<file path="src/rtl/rtc_pkg.sv">
// Shared constants for the multi-alarm RTC: register offsets, time-field
// layout and limits, plus a helper that packs hour/min/sec into register form.
package rtc_pkg;

    localparam int OFF_CTRL   = 'h00;
    localparam int OFF_TIME   = 'h04;
    localparam int OFF_STATUS = 'h08;
    localparam int OFF_ALARM0 = 'h0C;

    localparam int WIDX_CTRL   = OFF_CTRL / 4;
    localparam int WIDX_TIME   = OFF_TIME / 4;
    localparam int WIDX_STATUS = OFF_STATUS / 4;
    localparam int WIDX_ALARM0 = OFF_ALARM0 / 4;

    localparam int SEC_LSB  = 0;
    localparam int SEC_W    = 6;
    localparam int MIN_LSB  = 8;
    localparam int MIN_W    = 6;
    localparam int HOUR_LSB = 16;
    localparam int HOUR_W   = 5;

    localparam int CTRL_RUN_BIT = 0;
    localparam int CTRL_IRQ_LSB = 4;
    localparam int ALM_EN_BIT   = 31;
    localparam int MAX_ALARMS   = 4;

    localparam logic [SEC_W-1:0]  SEC_MAX  = 6'd59;
    localparam logic [MIN_W-1:0]  MIN_MAX  = 6'd59;
    localparam logic [HOUR_W-1:0] HOUR_MAX = 5'd23;

    localparam logic [31:0] TIME_MASK  = 32'h001F_3F3F;
    localparam logic [31:0] ALARM_MASK = 32'h801F_3F3F;

    function automatic logic [31:0] pack_time(input logic [HOUR_W-1:0] h,
                                              input logic [MIN_W-1:0]  m,
                                              input logic [SEC_W-1:0]  s);
        logic [31:0] t;
        t = '0;
        t[HOUR_LSB +: HOUR_W] = h;
        t[MIN_LSB  +: MIN_W]  = m;
        t[SEC_LSB  +: SEC_W]  = s;
        return t;
    endfunction

endpackage

</file>
<file path="src/rtl/rtc_alarm_cmp.sv">
// One alarm channel: compares the post-tick time with its alarm register and
// holds a sticky pending flag that software clears by writing 1.
module rtc_alarm_cmp
    import rtc_pkg::*;
(
    input  logic        clk,
    input  logic        reset,
    input  logic [31:0] alarm,
    input  logic [31:0] next_time,
    input  logic        tick,
    input  logic        clr,
    output logic        pending
);

    logic hit;

    assign hit = tick & alarm[ALM_EN_BIT] & ((alarm & TIME_MASK) == next_time);

    // A match on the same edge as a software clear keeps the flag set.
    always_ff @(posedge clk or negedge reset) begin
        if (!reset) begin
            pending <= 1'b0;
        end else if (hit) begin
            pending <= 1'b1;
        end else if (clr) begin
            pending <= 1'b0;
        end
    end

endmodule

</file>
<file path="src/rtl/rtc_multi_alarm.sv">
// Real-time clock slave: prescaler, 24 h hh:mm:ss counter with software load,
// NUM_ALARMS alarm channels with sticky pending bits and a maskable irq.
module rtc_multi_alarm
    import rtc_pkg::*;
#(
    parameter int CLK_HZ     = 100_000_000,
    parameter int NUM_ALARMS = 2,
    parameter int ADDR_W     = 5
)
(
    input  logic              clk,
    input  logic              reset,
    input  logic              cs,
    input  logic              wr,
    input  logic [ADDR_W-1:0] addr,
    input  logic [31:0]       wdata,
    output logic [31:0]       rdata,
    output logic              sec_tick,
    output logic              irq
);

    localparam int            PW         = $clog2(CLK_HZ);
    localparam logic [PW-1:0] PRESC_LAST = PW'(CLK_HZ - 1);

    logic [PW-1:0]         presc;
    logic                  run;
    logic [NUM_ALARMS-1:0] irq_en;
    logic [NUM_ALARMS-1:0] pending;
    logic [NUM_ALARMS-1:0] clr;
    logic [NUM_ALARMS-1:0] alarm_we;
    logic [31:0]           alarm_q [NUM_ALARMS];

    logic [SEC_W-1:0]  sec_q,  sec_nxt,  sec_ld;
    logic [MIN_W-1:0]  min_q,  min_nxt,  min_ld;
    logic [HOUR_W-1:0] hour_q, hour_nxt, hour_ld;
    logic [31:0]       next_time;

    logic [31:0] widx;
    logic        bus_we, ctrl_we, time_we, status_we;
    logic        tick;
    logic [1:0]  unused_addr_lsb;

    // Bus: no handshake. A write commits on any rising edge with cs&wr high;
    // reads are combinational from cs/addr and carry no wait states.
    assign unused_addr_lsb = addr[1:0];
    assign widx      = 32'(addr[ADDR_W-1:2]);
    assign bus_we    = cs & wr;
    assign ctrl_we   = bus_we && (widx == 32'(WIDX_CTRL));
    assign time_we   = bus_we && (widx == 32'(WIDX_TIME));
    assign status_we = bus_we && (widx == 32'(WIDX_STATUS));

    always_comb begin
        alarm_we = '0;
        clr      = '0;
        for (int k = 0; k < NUM_ALARMS; k++) begin
            alarm_we[k] = bus_we && (widx == 32'(WIDX_ALARM0 + k));
            clr[k]      = status_we & wdata[k];
        end
    end

    assign tick     = run && (presc == PRESC_LAST);
    assign sec_tick = tick;

    always_comb begin
        sec_nxt  = sec_q + SEC_W'(1);
        min_nxt  = min_q;
        hour_nxt = hour_q;
        if (sec_q >= SEC_MAX) begin
            sec_nxt = '0;
            min_nxt = min_q + MIN_W'(1);
            if (min_q >= MIN_MAX) begin
                min_nxt  = '0;
                hour_nxt = (hour_q >= HOUR_MAX) ? '0 : hour_q + HOUR_W'(1);
            end
        end
    end

    assign next_time = pack_time(hour_nxt, min_nxt, sec_nxt);

    // Loaded values are clamped so the counter never leaves the legal range.
    always_comb begin
        sec_ld  = wdata[SEC_LSB +: SEC_W];
        min_ld  = wdata[MIN_LSB +: MIN_W];
        hour_ld = wdata[HOUR_LSB +: HOUR_W];
        if (sec_ld > SEC_MAX)   sec_ld  = SEC_MAX;
        if (min_ld > MIN_MAX)   min_ld  = MIN_MAX;
        if (hour_ld > HOUR_MAX) hour_ld = HOUR_MAX;
    end

    always_ff @(posedge clk or negedge reset) begin
        if (!reset) begin
            presc  <= '0;
            run    <= 1'b0;
            irq_en <= '0;
            sec_q  <= '0;
            min_q  <= '0;
            hour_q <= '0;
            for (int k = 0; k < NUM_ALARMS; k++) begin
                alarm_q[k] <= '0;
            end
        end else begin
            if (ctrl_we) begin
                run    <= wdata[CTRL_RUN_BIT];
                irq_en <= wdata[CTRL_IRQ_LSB +: NUM_ALARMS];
            end
            // A load overrides a coincident tick; that second is simply lost.
            if (time_we) begin
                presc  <= '0;
                sec_q  <= sec_ld;
                min_q  <= min_ld;
                hour_q <= hour_ld;
            end else if (run) begin
                if (tick) begin
                    presc  <= '0;
                    sec_q  <= sec_nxt;
                    min_q  <= min_nxt;
                    hour_q <= hour_nxt;
                end else begin
                    presc <= presc + PW'(1);
                end
            end
            for (int k = 0; k < NUM_ALARMS; k++) begin
                if (alarm_we[k]) begin
                    alarm_q[k] <= wdata & ALARM_MASK;
                end
            end
        end
    end

    for (genvar k = 0; k < NUM_ALARMS; k++) begin : g_alarm
        rtc_alarm_cmp u_cmp (
            .clk       (clk),
            .reset     (reset),
            .alarm     (alarm_q[k]),
            .next_time (next_time),
            .tick      (tick & ~time_we),
            .clr       (clr[k]),
            .pending   (pending[k])
        );
    end

    assign irq = |(pending & irq_en);

    always_comb begin
        rdata = '0;
        if (cs) begin
            if (widx == 32'(WIDX_CTRL)) begin
                rdata[CTRL_RUN_BIT]                = run;
                rdata[CTRL_IRQ_LSB +: NUM_ALARMS] = irq_en;
            end else if (widx == 32'(WIDX_TIME)) begin
                rdata = pack_time(hour_q, min_q, sec_q);
            end else if (widx == 32'(WIDX_STATUS)) begin
                rdata[NUM_ALARMS-1:0] = pending;
            end
            for (int k = 0; k < NUM_ALARMS; k++) begin
                if (widx == 32'(WIDX_ALARM0 + k)) begin
                    rdata = alarm_q[k];
                end
            end
        end
    end

endmodule

</file>
<file path="config.mk">
export PLATFORM = sky130hd
export DESIGN_NAME = rtc_multi_alarm
export DESIGN_NICKNAME = d
export VERILOG_FILES = /design/src/rtl/rtc_pkg.sv /design/src/rtl/rtc_alarm_cmp.sv /design/src/rtl/rtc_multi_alarm.sv
export SDC_FILE = /design/constraint.sdc
export NUM_CORES = 1
export LEC_CHECK = 0
export CORE_MARGIN = 2
export CORE_UTILIZATION = 40
export DETAILED_ROUTE_END_ITERATION = 8
export HOLD_SLACK_MARGIN = 0.03
export PLACE_DENSITY = 0.63
export SYNTH_ARGS = -nofsm -noshare
export SYNTH_HDL_FRONTEND = slang
export SYNTH_SLANG_ARGS = --single-unit
</file>
<file path="constraint.sdc">
create_clock -name clk -period 2.9 [get_ports clk]
set_clock_uncertainty 0.15 [all_clocks]
set_input_delay 0.725 -clock clk [delete_from_list [all_inputs] [get_ports clk]]
set_output_delay 0.725 -clock clk [all_outputs]
set_load 0.02 [all_outputs]
</file>
== Yosys cells after proc, flatten, opt, wreduce, memory -nomap -nowiden ==
Cells that the tools add are included.

* $lt $le $gt $ge: 6
* Equal/unequal tests: 7
* Bitwise operators: 10
* Reductions and logical operators: 13
* Add/subtract/negate cells: 4
* Mux-type cells: 35

{| class="wikitable"
|+ Operators with widths
! operator !! number
|-
| 32-bit two-way mux || 3
|-
| 27-bit two-way mux || 3
|-
| 6-bit two-way mux || 11
|-
| 5-bit two-way mux || 7
|-
| 17-bit == test || 2
|-
| 32-bit logical NOT || 1
|-
| 27-bit by 1-bit adder with 27-bit output (second input constant) || 1
|-
| 27-bit == test (second input constant) || 1
|-
| 26-bit two-way mux || 1
|-
| 19-bit two-way mux || 1
|-
| 6-bit by 1-bit adder with 6-bit output (second input constant) || 2
|-
| 6-bit greater-or-equal comparator (second input constant) || 2
|-
| 6-bit > comparator (second input constant) || 2
|-
| 1-bit AND || 8
|-
| 2-bit nonzero test || 4
|-
| 3-bit by 2-bit == test with 1-bit output (second input constant) || 2
|-
| 1-bit logical AND || 6
|-
| 2-bit two-way mux || 3
|-
| 5-bit by 1-bit adder with 5-bit output (second input constant) || 1
|-
| 5-bit greater-or-equal comparator (second input constant) || 1
|-
| 5-bit > comparator (second input constant) || 1
|-
| 1-bit two-way mux || 5
|-
| 3-bit by 1-bit == test with 1-bit output (second input constant) || 1
|-
| 3-bit == test (second input constant) || 1
|-
| 5 further kinds || 5
|}

* Input bits: 41
* Logic and storage cells: 85
* Register bits: 85
* Output and inout bits: 34

== Logic depth before layout (Yosys ltp) ==
Gate-level depths: netlist (run 1).

* Depth after elaboration: 7
* Depth in mapped cells: 10
* Mapped depth without buffers: 8

== Modules after synthesis ==
Synthesis (run 1) repeated with hierarchy kept, for this count alone.

* Cell total of the unflattened synthesis: 606
* Area total of the unflattened synthesis: 5546.6 um^2

{| class="wikitable"
|+ Modules (own cells, without submodules)
! module !! cells an instance !! times used !! area an instance (um^2)
|-
| rtc_multi_alarm || 538 || 1 || 4973.5
|-
| rtc_alarm_cmp || 34 || 2 || 286.5
|}

== Worst setup path after synthesis (run 1) ==
Ideal clock, no wire load.

* Kind: input to output
* From: input port addr[2]
* To: output port rdata[10]
* Stages on the path: 7
* Slack: -49 ps
* Data arrival time: 2074 ps
* Data required time: 2025 ps
* Cell sequence: buf_2 > nor2b_1 > buf_2 > and2_0 > clkbuf_1 > a21oi_1 > nor2_1

* Cells in the longest elaborated chain, start to end: 6
* Elaborated cells on any way between the ends: 9
* Those cells by class: eq/ne: 3; mux: 5; reduce/logical: 1

{| class="wikitable"
|+ Ends and longest elaborated chain
! element !! RTL line !! source
|-
| start, declared || rtc_multi_alarm.sv:15 || <nowiki>input logic [ADDR_W-1:0] addr,</nowiki>
|-
| 3-bit by 1-bit == test with 1-bit output || rtc_multi_alarm.sv:150 || <nowiki>end else if (widx == 32'(WIDX_TIME)) begin</nowiki>
|-
| 19-bit two-way mux || rtc_multi_alarm.sv:150 ||
|-
| 26-bit two-way mux || rtc_multi_alarm.sv:147 || <nowiki>if (widx == 32'(WIDX_CTRL)) begin</nowiki>
|-
| 32-bit two-way mux || rtc_multi_alarm.sv:156 || <nowiki>if (widx == 32'(WIDX_ALARM0 + k)) begin</nowiki>
|-
| 32-bit two-way mux (*) || rtc_multi_alarm.sv:156 ||
|-
| 32-bit two-way mux (*) || rtc_multi_alarm.sv:146 || <nowiki>if (cs) begin</nowiki>
|-
| end, declared || rtc_multi_alarm.sv:17 || <nowiki>output logic [31:0] rdata,</nowiki>
|}

Mark *: on every way between the ends. The rest lies on a longest branch, timed or not.

== Worst setup path in the final report (run 1) ==
* From: register presc[8]
* To: output port sec_tick

* Cells in the longest elaborated chain, start to end: 2

{| class="wikitable"
|+ Ends and longest elaborated chain
! element !! RTL line !! source
|-
| start, declared || rtc_multi_alarm.sv:25 || <nowiki>logic [PW-1:0] presc;</nowiki>
|-
| start signal, assigned || rtc_multi_alarm.sv:119 || <nowiki>presc <= presc + PW'(1);</nowiki>
|-
| 27-bit == test || rtc_multi_alarm.sv:61 || <nowiki>assign tick = run && (presc == PRESC_LAST);</nowiki>
|-
| 1-bit logical AND || rtc_multi_alarm.sv:61 ||
|-
| end, declared || rtc_multi_alarm.sv:18 || <nowiki>output logic sec_tick,</nowiki>
|}

No other way between the ends.

==> results of run 1 <==
[synthesized netlist by cell type (all sizes together), types with 14 or more instances]
master  instances
o21ai          60
clkbuf         29
nand2          62
dfrtp          85
nor2           61
xor2           30
mux2           42
a21oi          56
buf            23
nand4          14
nand3          17
[what timing repair did]
item,CTS,global route
pin swaps,1,4
setup endpoints to repair,19,18
cloned,2,0
setup buffers,1,4
endpoints found under the hold margin,0,0
gates resized for setup,100,24
[layer usage]
| metal | GRT usage (%) | wire length [µm] | vias up |
|---|---|---|---|
| li1 | - | - | 2410 |
| met1 | 32.9 | 7640 | 2507 |
| met2 | 36.6 | 7600 | 217 |
| met3 | 5.73 | 1210 | 33 |
| met4 | 10.2 | 504 | 0 |
| met5 | 0 | 0 | - |
[worst max path at each step]
| stage | from | cells after the start | endpoint | slack, ns |
|---|---|---|---|---|
| 6_report | presc[8]$_DFFE_PN0P_ | 5 | sec_tick | 0.08 |
| 5_1_grt | sec_q[0]$_DFFE_PN0P_ | 9 | g_alarm[0].u_cmp.pending$_DFFE_PN0P_ | -0.02 |
| 2_1_floorplan | addr[2] | 7 | rdata[10] | 0.02 |
| 3_3_place_gp | addr[2] | 7 | rdata[0] | -0.70 |
| 3_5_place_dp | addr[2] | 7 | rdata[0] | -0.67 |
| 4_1_cts | addr[2] | 7 | rdata[0] | 0.008 |
[registers in the layout, indices dropped and copies added, names as in the netlist]
register	count
alarm_q	36
presc	27
run	1
min_q	6
irq_en	2
g_alarm.u_cmp.pending	2
sec_q	6
hour_q	5
[power groups by stage]
stage / combinational [mW] / sequential (mW) / clock (mW)
finish: 1.42 / 1.66 / 1.26
global route: 1.56 / 1.69 / 1.32
CTS: 1.39 / 1.66 / 1.28
detailed placement: 1.37 / 1.68 / 0
global placement: 1.35 / 1.67 / 0
floorplan: 0.949 / 1.57 / 0
[kinds of logic after synthesis]
| logic type | after synthesis | synth area share [%] |
|---|---|---|
| and+or+nand+nor | 218 | 19.5 |
| AOI/OAI and AO/OA | 166 | 18.1 |
| DFF | 85 | 38.9 |
| buffers and inverters | 59 | 5.40 |
| muxes | 48 | 9.97 |
| xor gates and xnor gates | 43 | 6.88 |
| adders and majority gates | 5 | 1.14 |
| other | 1 | 0.0686 |
[area by class of cell]
class                   count  area [µm²]
clock buffers              11         243
clock inverters             4        72.6
fillers                  1249        6370
inverters                   7        26.3
multi-input cells         494        3180
flip-flops and latches     85        2130
well taps                 176         220
repair buffers            121        1050
[through the flow]
| step | cell area, µm² | TNS [ns] | hold slack, ns |
|---|---|---|---|
| final | 6930 | 0 | 0.128 |
| after global routing | 6930 | -0.0443 | 0.151 |
| after CTS | 6860 | 0 | 0.134 |
| after detailed placement | 6530 | -13.93 | 0.326 |
| after global placement | 6530 | -13.83 | 0.322 |
| after floorplan | 5540 | 0 | 0.279 |
==> impl_metrics.py, run 1 <==
metrics = {
    "setup_path": {
        "cp_cell_sequence": "or4b_4 -> nor3b_2 -> nand4_1 -> inv_2 -> buf_6",
        "r2r_cells": 7,
        "ff2ff_setup_slack_ns": 0.13,
        "worst_ep_required_time_ns": 2.03,
        "crit_type": "flop to primary output",
        "critPathMaxFanout": 2,
        "cp_slowest_cell": "or4b_4",
        "cp_top_family": "simple AND/OR/NAND/NOR gates",
        "arrival_ns": 1.95,
        "critPathBufInv": 2,
        "endpoint_kind": "primary output",
        "critPathLaunchType": "flop",
        "rr_startpoint": "sec_q[0]$_DFFE_PN0P_",
        "reg2reg_to": "g_alarm[1].u_cmp.pending$_DFFE_PN0P_",
        "slowest_delay_ns": 0.54,
    },
    "routing": {
        "drt_iter0_drc": 351,
        "ant_nets": 0,
        "vias_per_cell": 5.75,
        "dr.pass1.iters": 5,
        "drc": 0,
        "wl_um": 17000,
        "vias": 5167,
        "route.detailed.wl_per_inst_um": 18.9,
    },
    "final_layout": {
        "drive_gt1_share_pct": 25.8,
        "area_growth_pct": 26.6,
        "fin_util_pct": 52.1,
        "finalNonFillerCells": 898,
        "layout_common_cells": "dfrtp_1, buf_4, nand2_1",
        "diodes": 0,
        "layout_commonest_cell": "dfrtp_1",
        "layout.nets": 764,
    },
    "yosys": {
        "synth_area_leader_cell": "dfrtp_1",
        "ys_seq_area_share_pct": 38.9,
        "synthArstFlopShare_pct": 100,
        "ys_ff_latch": 85,
        "synth_top_area_share_pct": 38.9,
        "synthTopCellsByArea": "dfrtp_1, mux2_2, o21ai_0",
        "syn_area_per_cell_um2": 8.75,
        "netlist_area_um2": 5470,
        "synthCells": 625,
        "synth-edff-count": 0,
        "synthFlopType": "dfrtp_1",
        "ys_warn_count": 0,
        "synth_cell_types": 60,
    },
    "place": {
        "place_inst": 876,
        "gp_congestion": 0.968,
        "io_buffers": 44,
        "pre_cts_ws_ns": -0.666,
        "dp_hpwl_um": 11800,
    },
    "floorplan": {
        "die_area_um2": 14600,
        "rows": 42,
        "start_util_pct": 41.1,
        "core_area_um2": 13300,
        "die_w_um": 121,
        "die_h_um": 121,
        "ios": 75,
    },
    "pwr": {
        "clkPwrFrac_pct": 29.0,
        "p_sw_mw": 1.53,
        "pwr-share-comb_pct": 32.7,
        "seqPwrFrac_pct": 38.3,
        "peakVddDrop_mv": 0.277,
        "switching_share_pct": 35.1,
        "power_density_nw_per_um2": 627,
        "internal_power_mw": 2.82,
        "power_mw": 4.35,
        "p_leak_nw": 2.94,
    },
    "global_routing": {
        "grt_util_all_layers_pct": 24.1,
        "grt.overflow.total": 0,
        "grt_max_degree": 38,
        "grt_pass1_wl_um": 27000,
        "antenna_found_initial": 0,
        "grt_pass1_vias": 5068,
    },
    "timing": {
        "relSlewSlack_pct": 62.3,
        "worst_pin_slew_ns": 0.562,
        "rsz0062_at_grt": "yes",
        "drv_slew": 0,
        "setup_slack_ns": 0.0753,
        "fin_crit_sh_pct": 97.4,
        "setup_viol": 0,
        "max_freq_mhz": 354,
        "fin_crit_ns": 2.82,
        "final-hold-violation-count": 0,
    },
    "cts": {
        "cts_hold_buf": 0,
        "cts_tree": "done",
        "h-tree-depth": 3,
        "cts_sinks": 85,
        "cts_made_buffers": 9,
        "path_clk_slew_ns": 0.06,
        "clk_path_buf_depth": 2,
        "clock-root-buffer": "clkbuf_16",
        "clk-insertion-delay-late_ns": 0.35,
    },
    "min_path": {
        "hp-class": "input port to asynchronous set/reset pin",
    },
    "job": {
        "drv_cap": 0,
    },
    "status": {
        "status": "finished clean",
    },
}
Note: power is estimated with default switching activity, not from simulation.
==> inputs of run 2 (changes only) <==
--- a/config.mk
+++ b/config.mk
@@ -10,6 +10,7 @@
 export DETAILED_ROUTE_END_ITERATION = 8
 export HOLD_SLACK_MARGIN = 0.03
 export PLACE_DENSITY = 0.63
+export RECOVER_POWER = 50
 export SYNTH_ARGS = -nofsm -noshare
 export SYNTH_HDL_FRONTEND = slang
 export SYNTH_SLANG_ARGS = --single-unit
==> run 2 against run 1 <==
  * Hold slack better by 0.22 ns
  * Combinational power barely moved
  * Clock power is essentially flat
  * Worst setup slack got worse by 0.0048 ns
  * First-iteration DRC count up 0.28%
  * Critical path depth did not move
  * Critical path type is now input port to primary output
  * Largest cell class unchanged
  * Largest power group unchanged
==> impl_metrics.py, run 2 (synthesis results as in run 1) <==
metrics = {
    "cts": {
        "cts_hold_buf": 0,
        "cts_sinks": 85,
        "h-tree-depth": 3,
        "cts_made_buffers": 9,
        "clock-root-buffer": "clkbuf_16",
        "cts_tree": "done",
        "clk-insertion-delay-late_ns": 0.35,
        "clk_path_buf_depth": 2,
        "path_clk_slew_ns": 0.06,
    },
    "setup_path": {
        "worst_ep_required_time_ns": 2.03,
        "endpoint_kind": "primary output",
        "r2r_cells": 7,
        "critPathMaxFanout": 20,
        "arrival_ns": 1.95,
        "crit_type": "input port to primary output",
        "critPathLaunchType": "input port",
    },
    "global_routing": {
        "grt_util_all_layers_pct": 24.1,
        "grt_pass1_wl_um": 27000,
        "antenna_found_initial": 0,
        "grt.overflow.total": 0,
        "grt_max_degree": 38,
        "grt_pass1_vias": 5068,
    },
    "place": {
        "pre_cts_ws_ns": -0.666,
        "io_buffers": 44,
        "gp_congestion": 0.968,
        "dp_hpwl_um": 11800,
    },
    "routing": {
        "ant_nets": 0,
        "drt_iter0_drc": 352,
        "dr.pass1.iters": 5,
        "drc": 0,
        "route.detailed.wl_per_inst_um": 18.8,
        "vias_per_cell": 5.74,
        "wl_um": 16900,
        "vias": 5152,
    },
    "timing": {
        "fin_hold_ws_ns": 0.350,
        "worst_pin_slew_ns": 1.31,
        "drv_slew": 0,
        "setup_slack_ns": 0.0704,
        "relSlewSlack_pct": 12.8,
        "max_freq_mhz": 353,
        "rsz0062_at_grt": "yes",
        "fin_crit_sh_pct": 97.6,
        "setup_viol": 0,
        "fin_crit_ns": 2.83,
        "final-hold-violation-count": 0,
    },
    "final_layout": {
        "diodes": 0,
        "largest_reg_flops": 36,
        "layout.nets": 764,
        "fin_util_pct": 51.8,
        "reg_top3": "alarm_q (36), presc (27)",
        "area_growth_pct": 26.0,
        "drive_gt1_share_pct": 25.6,
        "regMostFlops": "alarm_q",
        "layout_common_cells": "dfrtp_1, buf_4, nand2_1",
        "layout_commonest_cell": "dfrtp_1",
    },
    "floorplan": {
        "ios": 75,
        "die_area_um2": 14600,
        "start_util_pct": 41.1,
        "die_h_um": 121,
        "rows": 42,
        "die_w_um": 121,
        "core_area_um2": 13300,
    },
    "pwr": {
        "power_density_nw_per_um2": 629,
        "p_leak_nw": 2.92,
        "peakVddDrop_mv": 0.274,
    },
    "job": {
        "drv_cap": 0,
    },
    "min_path": {
        "hp-class": "flop to flop",
        "hold_path_depth": 1,
    },
    "status": {
        "status": "finished clean",
    },
}
==> run 2: cell count changes in the layout (fill, tap and decap cells not counted), sizes merged <==
cell	previous run	this run
clkdlybuf4s50	21	20
buf	94	90
dlygate4sd3	0	1
clkbuf	16	20
==> run 2: report_power, final <==
part	leakage, nW	switching (mW)	internal (mW)	total [mW]
combinational	1.70	0.767	0.649	1.42
clock	0.152	0.483	0.772	1.26
sequential	1.07	0.272	1.39	1.67
==> run 2: path summary, 6_finish.rpt <==
kind	start	endpoint	slack, ns
max in group asynchronous	reset	min_q[5]$_DFFE_PN0P_	0.46
setup reg to reg	sec_q[0]$_DFFE_PN0P_	g_alarm[1].u_cmp.pending$_DFFE_PN0P_	0.15
hold / removal	presc[26]$_DFFE_PN0P_	presc[26]$_DFFE_PN0P_	0.35
hold reg to reg	presc[26]$_DFFE_PN0P_	presc[26]$_DFFE_PN0P_	0.35
min in group asynchronous	reset	presc[22]$_DFFE_PN0P_	0.50
setup / recovery	cs	rdata[4]	0.07
==> run 2: critical path, stage by stage <==
cell and delay (ns):
dlygate4sd3_1 0.59, buf_12 0.18, o21ai_0 0.09, a21oi_1 0.16, clkbuf_2 0.20
==> run 2: area by class of cell <==
cell class / instances / area (µm²)
flip-flops and latches: 85 / 2130
well taps: 176 / 220
fillers: 1255 / 6400
repair buffers: 121 / 1020
inverters: 7 / 26.3
clock buffers: 11 / 243
multi-input cells: 494 / 3180
clock inverters: 4 / 72.6
==> run 2: layer usage <==
metal  GRT usage, %  routed length [µm]  vias up
li1               -                   -     2413
met1           32.9                7620     2497
met2           36.6                7590      210
met3           5.73                1230       32
met4           10.2                 479        0
met5              0                   0        -
==> run 2: metrics by stage <==
stage	total power [mW]	TNS, ns	area, µm²	instances
floorplan	2.52	0	5540	638
global placement	3.02	-13.83	6530	876
detailed placement	3.05	-13.93	6530	876
CTS	4.33	0	6860	894
global route	4.57	-0.0443	6890	898
finish	4.34	0	6890	898
==> run 2: timing repair <==
| action | in CTS | in global routing |
|---|---|---|
| pin swaps | 1 | 4 |
| setup endpoints to repair | 19 | 18 |
| resized for setup | 100 | 24 |
| gates cloned | 2 | 0 |
| buffers inserted | 1 | 4 |
==> inputs of run 3 (changes only) <==
--- a/config.mk
+++ b/config.mk
@@ -6,10 +6,11 @@
 export NUM_CORES = 1
 export LEC_CHECK = 0
 export CORE_MARGIN = 2
-export CORE_UTILIZATION = 40
+export CORE_UTILIZATION = 50
 export DETAILED_ROUTE_END_ITERATION = 8
+export GPL_ROUTABILITY_DRIVEN = 0
 export HOLD_SLACK_MARGIN = 0.03
-export PLACE_DENSITY = 0.63
+export PLACE_DENSITY = 0.76
 export RECOVER_POWER = 50
 export SYNTH_ARGS = -nofsm -noshare
 export SYNTH_HDL_FRONTEND = slang
==> run 3 against run 2 <==
  * Clock power fell by 26%
  * Critical path depth did not move
  * Critical endpoint is now sec_tick
  * Wire length down 6.6%
  * Fmax fell by 0.39%
  * Utilization grew 9.7 points
==> impl_metrics.py, run 3 (synthesis results as in run 1) <==
metrics = {
    "cts": {
        "path_clk_slew_ns": 0.09,
        "clock-root-buffer": "clkbuf_8",
        "clk_path_buf_depth": 2,
        "cts_made_buffers": 9,
        "cts_sinks": 85,
        "clk-insertion-delay-late_ns": 0.39,
        "h-tree-depth": 3,
        "cts_hold_buf": 0,
        "cts_tree": "done",
    },
    "floorplan": {
        "die_area_um2": 11800,
        "start_util_pct": 50.9,
        "ios": 75,
        "core_area_um2": 10700,
        "rows": 38,
        "die_w_um": 109,
        "die_h_um": 109,
    },
    "setup_path": {
        "endpoint_kind": "primary output",
        "crit_path_start": "presc[8]$_DFFE_PN0P_",
        "rr_startpoint": "sec_q[0]$_DFFE_PN0P_",
        "critPathLaunchType": "flop",
        "cp_cell_sequence": "or4b_4 -> nor3b_2 -> nand4_1 -> inv_2 -> buf_6",
        "slowest_delay_ns": 0.55,
        "critPathMaxFanout": 2,
        "r2r_cells": 7,
        "reg2reg_to": "g_alarm[1].u_cmp.pending$_DFFE_PN0P_",
        "arrival_ns": 1.97,
        "cp_slowest_cell": "or4b_4",
        "worst_ep_required_time_ns": 2.03,
        "ff2ff_setup_slack_ns": 0.08,
        "crit_type": "flop to primary output",
    },
    "timing": {
        "worst_pin_slew_ns": 1.15,
        "fin_crit_ns": 2.84,
        "fin_crit_sh_pct": 98.0,
        "rsz0062_at_grt": "no",
        "final-hold-violation-count": 0,
        "fin_tns_setup_ns": 0,
        "setup_slack_ns": 0.0593,
        "fin_hold_ws_ns": 0.344,
        "relSlewSlack_pct": 23.2,
        "max_freq_mhz": 352,
        "drv_slew": 0,
        "setup_viol": 0,
    },
    "final_layout": {
        "layout.nets": 753,
        "regMostFlops": "alarm_q",
        "reg_top3": "alarm_q (36), presc (27)",
        "seqCellArea_um2": 2130,
        "layout_commonest_cell": "dfrtp_1",
        "n_fill_cell": 930,
        "largest_reg_flops": 36,
        "drive_gt1_share_pct": 24.3,
        "diodes": 0,
        "layout_common_cells": "dfrtp_1, nand2_1, buf_4",
        "area_growth_pct": 20.9,
        "multiInputGateArea_um2": 3160,
    },
    "pwr": {
        "power_mw": 3.96,
        "power_density_nw_per_um2": 599,
        "peakVddDrop_mv": 0.279,
        "p_leak_nw": 2.83,
    },
    "routing": {
        "vias_per_cell": 6.15,
        "drc": 0,
        "ant_nets": 0,
        "top_layer_used": "met4",
        "route.detailed.wl_per_inst_um": 18.5,
        "wl_met1_um": 6420,
        "wl_um": 15800,
        "routed-wl-met3_um": 1330,
        "dr.pass1.iters": 5,
        "vias": 5237,
        "drt_iter0_drc": 434,
        "wl_met2_um": 7440,
    },
    "global_routing": {
        "grt_pass1_wl_um": 25800,
        "grt.overflow.total": 0,
        "grt_pass1_vias": 5152,
        "grt_util_all_layers_pct": 28.4,
        "grt_max_degree": 48,
        "antenna_found_initial": 0,
    },
    "place": {
        "io_buffers": 44,
        "dp_hpwl_um": 11300,
        "pre_cts_ws_ns": -0.715,
    },
    "status": {
        "status": "finished clean",
    },
    "job": {
        "drv_cap": 0,
    },
    "min_path": {
        "hp-class": "input port to asynchronous set/reset pin",
    },
}
-- run 3: cell type report --
class	instances	area share (%)
clock buffers	12	2.50
flip-flops and latches	85	32.2
well taps	140	2.65
inverters	7	0.397
clock inverters	4	0.832
repair buffers	110	13.7
multi-input cells	494	47.8
-- run 3: stage by stage --
stage | util (%) | instances | area (µm²)
finish | 61.6 | 852 | 6610
global route | 61.6 | 852 | 6610
CTS | 61.8 | 852 | 6640
detailed placement | 59.9 | 834 | 6430
global placement | 59.9 | 834 | 6430
floorplan | - | 638 | 5540
-- run 3: metal layers --
layer  GRT usage (%)  vias up
met1            35.9     2533
met3            6.27       50
met2            45.8      255
li1                -     2399
met4            13.9        0
met5               0        -
-- run 3: what timing repair did --
action,4_1_cts,5_1_grt
pin swaps,1,2
buffers inserted,2,0
setup endpoints to repair,19,19
resized for setup,89,18
-- run 3: report_power, final --
group | switching, mW | total [mW] | internal [mW]
Clock | 0.458 | 0.929 | 0.471
Sequential | 0.280 | 1.67 | 1.39
Combinational | 0.745 | 1.36 | 0.615
Total | 1.48 | 3.96 | 2.48
-- run 3: worst max path at each step --
stage / cells past startpoint / slack (ns) / to
floorplan: 7 / 0.02 / rdata[10]
global placement: 7 / -0.69 / rdata[0]
detailed placement: 7 / -0.72 / rdata[0]
CTS: 7 / -0.01 / rdata[0]
global route: 5 / 0.006 / sec_tick
finish: 5 / 0.06 / sec_tick
-- run 3: critical path, delay by kind of cell, from the launching register on --
kind          cells  cell delay (ns)
buf+inv           2             0.26
simple gates      3             0.93
flops             1             0.40
